**config.mk**
```make
export PLATFORM = sky130hd
export DESIGN_NAME = drive_sequencer
export DESIGN_NICKNAME = d
export VERILOG_FILES = /design/src/rtl/drive_pkg.sv /design/src/rtl/drive_seq_timer.sv /design/src/rtl/drive_sequencer.sv
export SDC_FILE = /design/constraint.sdc
export NUM_CORES = 1
export LEC_CHECK = 0
export BUFFER_PORTS_ARGS = -buffer_cell sky130_fd_sc_hd__buf_4
export CAP_MARGIN = 30
export CORE_ASPECT_RATIO = 1.2
export CORE_MARGIN = 3
export CORE_UTILIZATION = 45
export DETAILED_ROUTE_END_ITERATION = 10
export GPL_TIMING_DRIVEN = 0
export PLACE_DENSITY_LB_ADDON = 0.25
export SYNTH_ARGS = -nofsm -noshare
export SYNTH_HDL_FRONTEND = slang
export SYNTH_SLANG_ARGS = --single-unit
export TNS_END_PERCENT = 20
```
**constraint.sdc**
```tcl
create_clock -name clk -period 2.86 [get_ports clk]
set_input_delay 0.286 -clock clk [delete_from_list [all_inputs] [get_ports clk]]
set_output_delay 0.286 -clock clk [all_outputs]
set_load 0.05 [all_outputs]
```
**src/rtl/drive_pkg.sv**
```systemverilog
// drive_pkg -- shared types and helpers for the drive sequencer.
//   drive_cmd_t : drive command encoding (codes 6/7 are not members, they read as Stop)
//   seq_state_t : sequencer FSM state encoding, exported on seq_state
//   norm_cmd    : maps a raw 3-bit code onto drive_cmd_t
//   is_reversal : true when two commands sit on opposite sides (left vs right)
package drive_pkg;

  typedef enum logic [2:0] {
    CMD_STOP       = 3'd0,
    CMD_FAST_LEFT  = 3'd1,
    CMD_LEFT       = 3'd2,
    CMD_STRAIGHT   = 3'd3,
    CMD_RIGHT      = 3'd4,
    CMD_FAST_RIGHT = 3'd5
  } drive_cmd_t;

  typedef enum logic [1:0] {
    ST_IDLE  = 2'd0,
    ST_RUN   = 2'd1,
    ST_DWELL = 2'd2,
    ST_ESTOP = 2'd3
  } seq_state_t;

  function automatic drive_cmd_t norm_cmd(input logic [2:0] c);
    return (c > 3'd5) ? CMD_STOP : drive_cmd_t'(c);
  endfunction

  function automatic logic is_left(input drive_cmd_t c);
    return (c == CMD_FAST_LEFT) || (c == CMD_LEFT);
  endfunction

  function automatic logic is_right(input drive_cmd_t c);
    return (c == CMD_RIGHT) || (c == CMD_FAST_RIGHT);
  endfunction

  function automatic logic is_reversal(input drive_cmd_t a, input drive_cmd_t b);
    return (is_left(a) && is_right(b)) || (is_right(a) && is_left(b));
  endfunction

endpackage

```
**src/rtl/drive_seq_timer.sv**
```systemverilog
// drive_seq_timer -- shared ramp/dwell cycle counter.
// One counter serves both purposes: RUN uses it as a ramp interval (the
// sequencer clears it on every ramp tick), DWELL uses it as the stop-dwell
// length. It saturates at the longer of the two so it never wraps.
// Ports:
//   clk, reset    : clock, asynchronous active-high reset
//   i_clr         : synchronous clear (state change, dwell restart, ramp tick)
//   o_ramp_tick   : counter has reached RAMP_CYCLES-1
//   o_dwell_done  : counter has reached DWELL_CYCLES-1
module drive_seq_timer #(
  parameter int RAMP_CYCLES  = 500000,
  parameter int DWELL_CYCLES = 5000000
) (
  input  logic clk,
  input  logic reset,
  input  logic i_clr,
  output logic o_ramp_tick,
  output logic o_dwell_done
);

  localparam int MAXC = (DWELL_CYCLES > RAMP_CYCLES) ? DWELL_CYCLES : RAMP_CYCLES;
  localparam int TW   = $clog2(MAXC + 1);
  localparam logic [TW-1:0] RAMP_LAST  = TW'(RAMP_CYCLES - 1);
  localparam logic [TW-1:0] DWELL_LAST = TW'(DWELL_CYCLES - 1);
  localparam logic [TW-1:0] MAX_LAST   = TW'(MAXC - 1);

  logic [TW-1:0] r_cnt;

  always_ff @(posedge clk or posedge reset) begin
    if (reset)                  r_cnt <= '0;
    else if (i_clr)             r_cnt <= '0;
    else if (r_cnt != MAX_LAST) r_cnt <= r_cnt + 1'b1;
  end

  assign o_ramp_tick  = (r_cnt == RAMP_LAST);
  assign o_dwell_done = (r_cnt == DWELL_LAST);

endmodule

```
**src/rtl/drive_sequencer.sv**
```systemverilog
// drive_sequencer -- arbitrates auto/manual drive commands, ramps speed,
// enforces a stop-dwell on left/right reversals and handles emergency stop.
// Optional feature: define DRIVE_SEQ_WATCHDOG_EN to drop RUN back to IDLE
// when the selected source goes silent for WATCHDOG_CYCLES.
// Ports:
//   clk, reset                : clock, asynchronous active-high reset
//   auto_cmd/auto_valid       : autonomous command + qualifier
//   manual_cmd/manual_valid   : IR remote command + qualifier
//   manual_mode               : 1 = manual source, 0 = auto source
//   speed_limit               : maximum speed 0-3
//   estop                     : emergency stop (level)
//   motor_ready               : motor driver accepts payload
//   motor_cmd/motor_speed     : sequenced payload
//   motor_valid               : payload pending
//   seq_state                 : FSM state (IDLE/RUN/DWELL/ESTOP)
module drive_sequencer
  import drive_pkg::*;
#(
  parameter int DWELL_CYCLES    = 5000000,
  parameter int RAMP_CYCLES     = 500000,
  parameter int WATCHDOG_CYCLES = 25000000
) (
  input  logic       clk,
  input  logic       reset,
  input  logic [2:0] auto_cmd,
  input  logic       auto_valid,
  input  logic [2:0] manual_cmd,
  input  logic       manual_valid,
  input  logic       manual_mode,
  input  logic [1:0] speed_limit,
  input  logic       estop,
  input  logic       motor_ready,
  output logic [2:0] motor_cmd,
  output logic [1:0] motor_speed,
  output logic       motor_valid,
  output logic [1:0] seq_state
);

  seq_state_t r_state, w_next;
  drive_cmd_t r_cmd, r_pend, w_cmd_n, w_pend_n, w_sel_cmd;
  logic [1:0] r_speed, w_speed_n;
  logic       r_valid;
  logic       w_sel_valid, w_go, w_stop, w_restart, w_tmr_clr;
  logic       w_ramp_tick, w_dwell_done, w_wd_to;

  // Source switch is purely combinational: nothing happens until the newly
  // selected source presents a valid.
  assign w_sel_valid = manual_mode ? manual_valid : auto_valid;
  assign w_sel_cmd   = norm_cmd(manual_mode ? manual_cmd : auto_cmd);
  assign w_go        = w_sel_valid && (w_sel_cmd != CMD_STOP);
  assign w_stop      = w_sel_valid && (w_sel_cmd == CMD_STOP);

`ifdef DRIVE_SEQ_WATCHDOG_EN
  localparam int WW = $clog2(WATCHDOG_CYCLES + 1);
  logic [WW-1:0] r_wd;

  always_ff @(posedge clk or posedge reset) begin
    if (reset)                                    r_wd <= '0;
    else if (estop || r_state != ST_RUN || w_sel_valid) r_wd <= '0;
    else if (!w_wd_to)                            r_wd <= r_wd + 1'b1;
  end

  assign w_wd_to = (r_state == ST_RUN) && !w_sel_valid &&
                   (r_wd == WW'(WATCHDOG_CYCLES - 1));
`else
  // No timeout; the parameter stays on the interface so both builds share it.
  assign w_wd_to = (WATCHDOG_CYCLES < 0);
`endif

  // State register
  always_ff @(posedge clk or posedge reset) begin
    if (reset) r_state <= ST_IDLE;
    else       r_state <= w_next;
  end

  // Next-state logic
  always_comb begin
    w_next = r_state;
    if (estop) w_next = ST_ESTOP;
    else begin
      case (r_state)
        ST_IDLE:  if (w_go && speed_limit != 2'd0) w_next = ST_RUN;
        ST_RUN: begin
          if (speed_limit == 2'd0 || w_wd_to || w_stop) w_next = ST_IDLE;
          else if (w_go && is_reversal(r_cmd, w_sel_cmd)) w_next = ST_DWELL;
        end
        ST_DWELL: begin
          if (w_stop) w_next = ST_IDLE;
          else if (w_go && is_reversal(r_pend, w_sel_cmd)) w_next = ST_DWELL;
          else if (w_dwell_done) w_next = (speed_limit == 2'd0) ? ST_IDLE : ST_RUN;
        end
        ST_ESTOP: if (w_stop) w_next = ST_IDLE;
        default:  w_next = ST_IDLE;
      endcase
    end
  end

  // Output logic: next payload and pending command
  always_comb begin
    w_cmd_n   = r_cmd;
    w_speed_n = r_speed;
    w_pend_n  = r_pend;
    w_restart = 1'b0;
    case (w_next)
      ST_IDLE, ST_ESTOP: begin
        w_cmd_n   = CMD_STOP;
        w_speed_n = 2'd0;
      end
      ST_DWELL: begin
        w_cmd_n   = CMD_STOP;
        w_speed_n = 2'd0;
        if (r_state != ST_DWELL) w_pend_n = w_sel_cmd;
        else if (w_go) begin
          w_pend_n = w_sel_cmd;
          // Reversing against the pending command restarts the dwell.
          w_restart = is_reversal(r_pend, w_sel_cmd);
        end
      end
      ST_RUN: begin
        if (r_state == ST_RUN) begin
          if (w_go) w_cmd_n = w_sel_cmd;
          if (r_speed > speed_limit) w_speed_n = speed_limit;
          else if (w_ramp_tick && r_speed < speed_limit) w_speed_n = r_speed + 2'd1;
        end else begin
          w_cmd_n   = (r_state == ST_DWELL && !w_go) ? r_pend : w_sel_cmd;
          w_speed_n = 2'd1;
        end
      end
      default: ;
    endcase
  end

  // Timer restarts on every state change, while parked, on each ramp step
  // and on a dwell restart.
  assign w_tmr_clr = (w_next != r_state) ||
                     (r_state == ST_IDLE) || (r_state == ST_ESTOP) ||
                     (r_state == ST_RUN && w_ramp_tick) || w_restart;

  drive_seq_timer #(
    .RAMP_CYCLES  (RAMP_CYCLES),
    .DWELL_CYCLES (DWELL_CYCLES)
  ) u_timer (
    .clk          (clk),
    .reset        (reset),
    .i_clr        (w_tmr_clr),
    .o_ramp_tick  (w_ramp_tick),
    .o_dwell_done (w_dwell_done)
  );

  // Payload register. motor_valid rises together with the new payload and
  // a newer payload simply overwrites a pending one.
  always_ff @(posedge clk or posedge reset) begin
    if (reset) begin
      r_cmd   <= CMD_STOP;
      r_speed <= 2'd0;
      r_pend  <= CMD_STOP;
      r_valid <= 1'b0;
    end else begin
      r_cmd   <= w_cmd_n;
      r_speed <= w_speed_n;
      r_pend  <= w_pend_n;
      if (w_cmd_n != r_cmd || w_speed_n != r_speed) r_valid <= 1'b1;
      else if (motor_ready)                         r_valid <= 1'b0;
    end
  end

  assign motor_cmd   = r_cmd;
  assign motor_speed = r_speed;
  assign motor_valid = r_valid;
  assign seq_state   = r_state;

endmodule
```
# Word level (Yosys, flattened, before mapping)
# Index checks and enable logic that the tools add are counted.
[word_totals] reg_bits=34 output_inout_bits=8 word_cells=104
[op_classes] n_addsub=2 n_lt_le_gt_ge=3 n_eq_ne=25 mux=30 n_reduce_logical=38
[op_table] operator="23-bit 2-to-1 mux" count=2
[op_table] operator="23-bit by 1-bit adder with 23-bit output, second input constant" count=1
[op_table] operator="23-bit by 19-bit == test with 1-bit output, second input constant" count=1
[op_table] operator="23-bit == test, second input constant" count=1
[op_table] operator="23-bit != test, second input constant" count=1
[op_table] operator="2-bit 2-to-1 mux" count=11
[op_table] operator="3-bit 2-to-1 mux" count=7
[op_table] operator="3-bit == test, second input constant" count=6
[op_table] operator="1-bit logical OR" count=14
[op_table] operator="1-bit logical AND" count=12
[op_table] operator="3-bit by 1-bit == test with 1-bit output, second input constant" count=3
[op_table] operator="3-bit by 2-bit == test with 1-bit output, second input constant" count=3
[op_table] operator="2-bit == test, second input constant" count=4
[op_table] operator="2-bit case mux with 4 select lines" count=1
[op_table] operator="2-bit nonzero test" count=4
[op_table] operator="1-bit 2-to-1 mux" count=7
[op_table] operator="2-bit logical NOT" count=3
[op_table] operator="3-bit case mux with 2 select lines" count=1
[op_table] operator="2-bit by 1-bit == test with 1-bit output, second input constant" count=2
[op_table] operator="2-bit != test" count=2
[op_table] operator="2-bit case mux with 2 select lines" count=1
[op_table] operator="3-bit greater-than comparator, second input constant" count=1
[op_table] operator="3-bit logical NOT" count=1
[op_table] operator="3-bit != test" count=1
[op_table] operator="other kinds (8)" count=8

# Longest topological paths before layout
[depth] ltp_word=18 mapped_depth=12 ltp_nobuf=10

# By module
# Synthesis repeated with hierarchy kept, for this count alone.
[unflattened] hier_cells=280 hier_area_um2=2443.6
[by_module_without_submodules] module="drive_seq_timer" n_inst=1 cells_each=144 area_each_um2=1305.0
[by_module_without_submodules] module="drive_sequencer" n_inst=1 cells_each=136 area_each_um2=1138.6

# Least setup slack after synthesis
# No wires, ideal clock.
[synth_path] kind="register -> register" from="register r_speed[1] (netlist: motor_speed[1])" to="register r_valid (netlist: motor_valid)" arrival_ns=2.387 required_ns=2.721 path_slack_ns=0.334 path_stages_with_launch=10 period_less_slack_ns=2.526 cell_sequence="dfrtp_1 > ha_1 > nor2b_1 > or2_2 > o311ai_0 > and3_1 > nand2b_1 > a31o_2 > nand3_1 > o2111ai_1"
[synth_between] elab_chain_len=9 elab_cells_between_ends=12 cone_classes="add/sub: 1; order compare: 2; eq/ne: 1; mux: 5; reduce/logical: 3"
[synth_rtl] element="start: declaration" line="drive_sequencer.sv:41" text="logic [1:0] r_speed, w_speed_n;"
[synth_rtl] element="start signal: assignment" line="drive_sequencer.sv:160" text="r_speed <= w_speed_n;"
[synth_rtl] element="2-bit less-than comparator" line="drive_sequencer.sv:123" text="else if (w_ramp_tick && r_speed < speed_limit) w_speed_n = r_speed + 2'd1;"
[synth_rtl] element="1-bit logical AND" line="drive_sequencer.sv:123"
[synth_rtl] element="2-bit 2-to-1 mux" line="drive_sequencer.sv:123"
[synth_rtl] element="2-bit 2-to-1 mux" line="drive_sequencer.sv:122" text="if (r_speed > speed_limit) w_speed_n = speed_limit;"
[synth_rtl] element="2-bit 2-to-1 mux" line="drive_sequencer.sv:120" text="if (r_state == ST_RUN) begin"
[synth_rtl] element="2-bit case mux with 2 select lines" line="drive_sequencer.sv:104" text="case (w_next)"
[synth_rtl] element="2-bit != test (*)" line="drive_sequencer.sv:162" text="if (w_cmd_n != r_cmd || w_speed_n != r_speed) r_valid <= 1'b1;"
[synth_rtl] element="1-bit logical OR (*)" line="drive_sequencer.sv:162"
[synth_rtl] element="1-bit 2-to-1 mux / 2-bit nonzero test (equally long branches)"
[synth_rtl] element="end signal: assignment" line="drive_sequencer.sv:157" text="r_valid <= 1'b0;"
[synth_rtl] element="end signal: assignment" line="drive_sequencer.sv:162"
[synth_rtl] element="end signal: assignment" line="drive_sequencer.sv:163" text="else if (motor_ready) r_valid <= 1'b0;"
[synth_rtl] element="end: declaration" line="drive_sequencer.sv:42" text="logic r_valid;"
# Mark *: on every way between the ends. The rest lies on a longest branch, timed or not.
# A chain may end at the register's enable or synchronous reset.

# Worst setup path after layout
[layout_path] from="register u_timer.r_cnt[0]" to="register u_timer.r_cnt[18]"
[layout_between] elab_chain_len=12 elab_cells_between_ends=20 cone_classes="add/sub: 1; eq/ne: 5; mux: 8; reduce/logical: 6"
[layout_rtl] element="start: declaration" line="drive_seq_timer.sv:27" text="logic [TW-1:0] r_cnt;"
[layout_rtl] element="start signal: assignment" line="drive_seq_timer.sv:32" text="else if (r_cnt != MAX_LAST) r_cnt <= r_cnt + 1'b1;"
[layout_rtl] element="23-bit == test" line="drive_seq_timer.sv:36" text="assign o_dwell_done = (r_cnt == DWELL_LAST);"
[layout_rtl] element="2-bit 2-to-1 mux" line="drive_sequencer.sv:90" text="else if (w_dwell_done) w_next = (speed_limit == 2'd0) ? ST_IDLE : ST_RUN;"
[layout_rtl] element="2-bit 2-to-1 mux" line="drive_sequencer.sv:89" text="else if (w_go && is_reversal(r_pend, w_sel_cmd)) w_next = ST_DWELL;"
[layout_rtl] element="2-bit 2-to-1 mux" line="drive_sequencer.sv:88" text="if (w_stop) w_next = ST_IDLE;"
[layout_rtl] element="2-bit case mux with 4 select lines" line="drive_sequencer.sv:81" text="case (r_state)"
[layout_rtl] element="2-bit 2-to-1 mux" line="drive_sequencer.sv:79" text="if (estop) w_next = ST_ESTOP;"
[layout_rtl] element="2-bit != test" line="drive_sequencer.sv:135" text="assign w_tmr_clr = (w_next != r_state) ||"
[layout_rtl] element="1-bit logical OR" line="drive_sequencer.sv:135"
[layout_rtl] element="1-bit logical OR (2 in series)" line="drive_sequencer.sv:136" text="(r_state == ST_IDLE) || (r_state == ST_ESTOP) ||"
[layout_rtl] element="1-bit logical OR" line="drive_sequencer.sv:137" text="(r_state == ST_RUN && w_ramp_tick) || w_restart;"
[layout_rtl] element="23-bit 2-to-1 mux / 2-bit nonzero test (equally long branches)"
# Parallel ways exist; a longest one is shown, timed or not. The select of a mux whose other input is x is not followed.

==> metrics.md <==
| Metric | Value |
|---|---|
| Status | `finished, final reports clean` |
| Fin Clk Skew | `roughly 0.0099 ns` |
| Count of final max-slew check failures | `0` |
| Yosys cell types | `70` |
| Cell taking the most area after synthesis | `dfrtp_1` |
| Post-CTS Hold Buffers | `0` |
| Crit. End Element | `flop` |
| Area delta synth->final | `16.7%` |
| Initial drt markers | `110` |
| Slew headroom | `approximately half` |
| Routed Antenna Nets | `0` |
| Non-Filler Instances | `between 300 and 400` |
| Synth top area cells | `dfrtp_1 (33%), nor2_1 (4.8%), xor2_1 (4.8%), xnor2_1 (3.4%), nand2_1 (2.9%)` |
| Max_cap viols | `0` |
| Largest net degree at the start of global routing | `19` |
| FF+latch count, synth | `34` |
| First-pass GRT wire length | `9.82 mm` |
| F_max | `around 370 MHz` |
| Post-Syn Area | `2550 um^2` |
| Finish-stage setup viols | `0` |
| Final Hold Fails | `0` |
| Peak fanout along the critical path | `10` |
| Filler cell count in the final layout | `495` |
| Layout Utilization | `55.1%` |
| Placed wire-length estimate | `4.38 mm` |
| # placed instances | `369` |
| Die H | `slightly below 90 um` |
| Initial Utilization | `between 40% and 50%` |
| Die area | `between 6000 and 7000 um^2` |
| PortBufs | `22` |
| Htree depth | `2` |
| GR Util All Layers | `about a fifth` |
| Synth Warn # | `0` |
| Site Rows | `29` |
| Worst hold-check path type | `in -> async` |
| Commonest non-fill, non-tap cells in the layout | `dfrtp_1 (34), nor2_1 (33), buf_4 (27), nand2_1 (20)` |
| Root buffer cell | `clkbuf_8` |
| Startpoint Class | `flop` |
| Final global-route overflow total | `0` |
| Clk_lat worst skew | `between 0.2 and 0.3 ns` |
| Final min period | `around 2.7 ns` |
| Worst Max-Slew Pin Slew | `approximately 0.75 ns` |
| WL final | `about 6 mm` |
| DR vias | `~2200` |
| Core area | `approximately 5400 um^2` |
| DRC violations left | `0` |
| Post-synthesis async set-or-reset flop share | `100%` |
| Num CTS Buffers | `5` |
| CP Class | `reg -> reg` |
| Number of buffers on the longest clock path | `2` |
| Mapped Cells | `roughly 280` |
| Post-synth top area share | `33.3%` |
| Pre-Repair DR Iteration Count | `4` |
| Worst Path Arrival | `~2.9 ns` |
| Via density | `a little under 6` |
| Leakage | `~1.2 nW` |
| IO Count | `23` |
| Post-synth EDFFs | `0` |
| Seq/Total Area, Yosys | `about a third` |
| Critical-path cell list | `ha_2 > and4_1 > and4_4 > nand3_4 > o31ai_2 > and4_1 > buf_4 > nand2_2 > o2bb2a_4 > buf_6 > buf_6 > nor2_1` |
| Chip width | `74.8 um` |
| Final #Nets | `around 340` |
| CP startpoint | `u_timer.r_cnt[0]$_DFFE_PP0P_` |
| Vias in the first global route | `approximately 2200` |
| Pwr per Cell Area | `about 410 nW/um^2` |
| Prevailing post-synth register cell | `dfrtp_1` |
| Syn avg cell area | `~9.0 um^2` |
| Post-Syn Nets | `between 300 and 400` |
| Ant. Diodes | `0` |
| Share of post-route cells with drive strength above 1 | `a little under a quarter` |
| Fin Setup TNS | `0 ns` |
| Crit-path slowest cell | `dfrtp_1` |
| Final period util | `roughly 95%` |
| Worst VDD drop | `~0.33 mV` |
| Worst r2r src | `u_timer.r_cnt[0]$_DFFE_PP0P_` |
| CTS tree | `done` |
| CP required | `3.07 ns` |
| Gpl congestion | `0.909` |
| Crit path largest cell delay | `0.38 ns` |
| Clock sink total | `34` |
| Clk pin slew, worst setup/hold paths | `~0.08 ns` |
| RSZ-0062 raised after global routing | `false` |
| Initial antenna violation count | `0` |
| Most common cell after layout, fill and taps aside | `dfrtp_1` |
| Post-DR wirelength/cell | `about 15 um` |
==> area by class of cell <==
type / instances / area, um^2 / area share, %
Buffer: 8 / 67.6 / 2.27
Clock buffer: 8 / 110 / 3.69
Tap cell: 62 / 77.6 / 2.60
Multi-Input combinational cell: 232 / 1620 / 54.4
Inverter: 10 / 37.5 / 1.26
Timing Repair Buffer: 26 / 215 / 7.22
Sequential cell: 34 / 851 / 28.5
==> worst max-delay path, delay by kind of cell, from the launching register on <==
| family | cells | cell delay [ns] |
|---|---|---|
| flip-flops | 1 | 0.38 |
| AO/OA/AOI/OAI | 2 | 0.48 |
| buffers and inverters | 3 | 0.42 |
| AND/OR/NAND/NOR | 6 | 1.13 |
| adder cells (fa/ha/maj) | 1 | 0.22 |
==> through the flow <==
stage                     power (mW)  hold slack, ns  instance area [um^2]  worst slack, ns
after detailed placement       0.814           0.474                  2830           0.0385
after global routing            1.29           0.188                  2980          0.00154
final                           1.23           0.133                  2980            0.157
after floorplan                0.733           0.398                  2550            0.334
after CTS                       1.23           0.161                  2940           0.0238
after global placement         0.806           0.521                  2800           0.0320
==> state kept, by name (all words and copies together) (netlist names) <==
register       cells
motor_valid        1
motor_speed        2
motor_cmd          3
seq_state          2
r_pend             3
u_timer.r_cnt     23
==> final timing paths <==
kind / end / slack (ns) / cells after the start
setup / recovery: u_timer.r_cnt[18]$_DFFE_PP0P_ / 0.16 / 12
setup reg to reg: u_timer.r_cnt[18]$_DFFE_PP0P_ / 0.16 / 12
hold reg to reg: u_timer.r_cnt[1]$_DFFE_PP0P_ / 0.56 / 2
hold / removal: u_timer.r_cnt[17]$_DFFE_PP0P_ / 0.13 / 2
max in group asynchronous: u_timer.r_cnt[14]$_DFFE_PP0P_ / 2.19 / 3
min in group clk: motor_valid$_DFFE_PP0P_ / 0.23 / 2
==> cell usage after synthesis (3+ instances only) <==
cell      instances
dfrtp_1          34
nor2_1           33
nand2_1          20
nand3_1          14
xor2_1           14
nor3_1           11
inv_1            10
xnor2_1          10
o21ai_0           9
a21oi_1           8
nand4_1           8
and3_1            7
nor4_1            7
a21boi_0          4
and4_1            4
buf_6             4
mux2_2            4
mux2i_1           4
nand2b_1          4
nor2_2            4
nor2b_1           4
o211ai_1          4
a21o_1            3
ha_1              3
nor3b_1           3
or2_2             3
==> routing by layer <==
metal | vias up | track usage, % | routed length [um]
met5 | - | 0 | 0
met4 | 0 | 7.61 | 63
met3 | 6 | 3.75 | 193
li1 | 1117 | - | -
met2 | 39 | 32.5 | 2990
met1 | 1063 | 22.7 | 2620
==> cell families after synthesis <==
group | count (synthesis) | share of synthesized area, %
flops | 34 | 33.3
fa+ha+maj | 3 | 1.47
mux | 10 | 4.80
buf+inv | 18 | 4.11
xor+xnor | 24 | 8.23
compound gates | 62 | 19.6
simple gates | 133 | 28.5
==> where the power goes <==
part / switching [mW] / internal, mW / total [mW]
clock network: 0.173 / 0.243 / 0.417
logic: 0.160 / 0.112 / 0.272
registers: 0.0307 / 0.508 / 0.539
total: 0.364 / 0.863 / 1.23
==> what timing repair did <==
item,in CTS,in global routing
buffers inserted,0,3
resized for setup,0,5
setup endpoints to repair,0,20
Note: power is estimated with default switching activity, not from simulation.
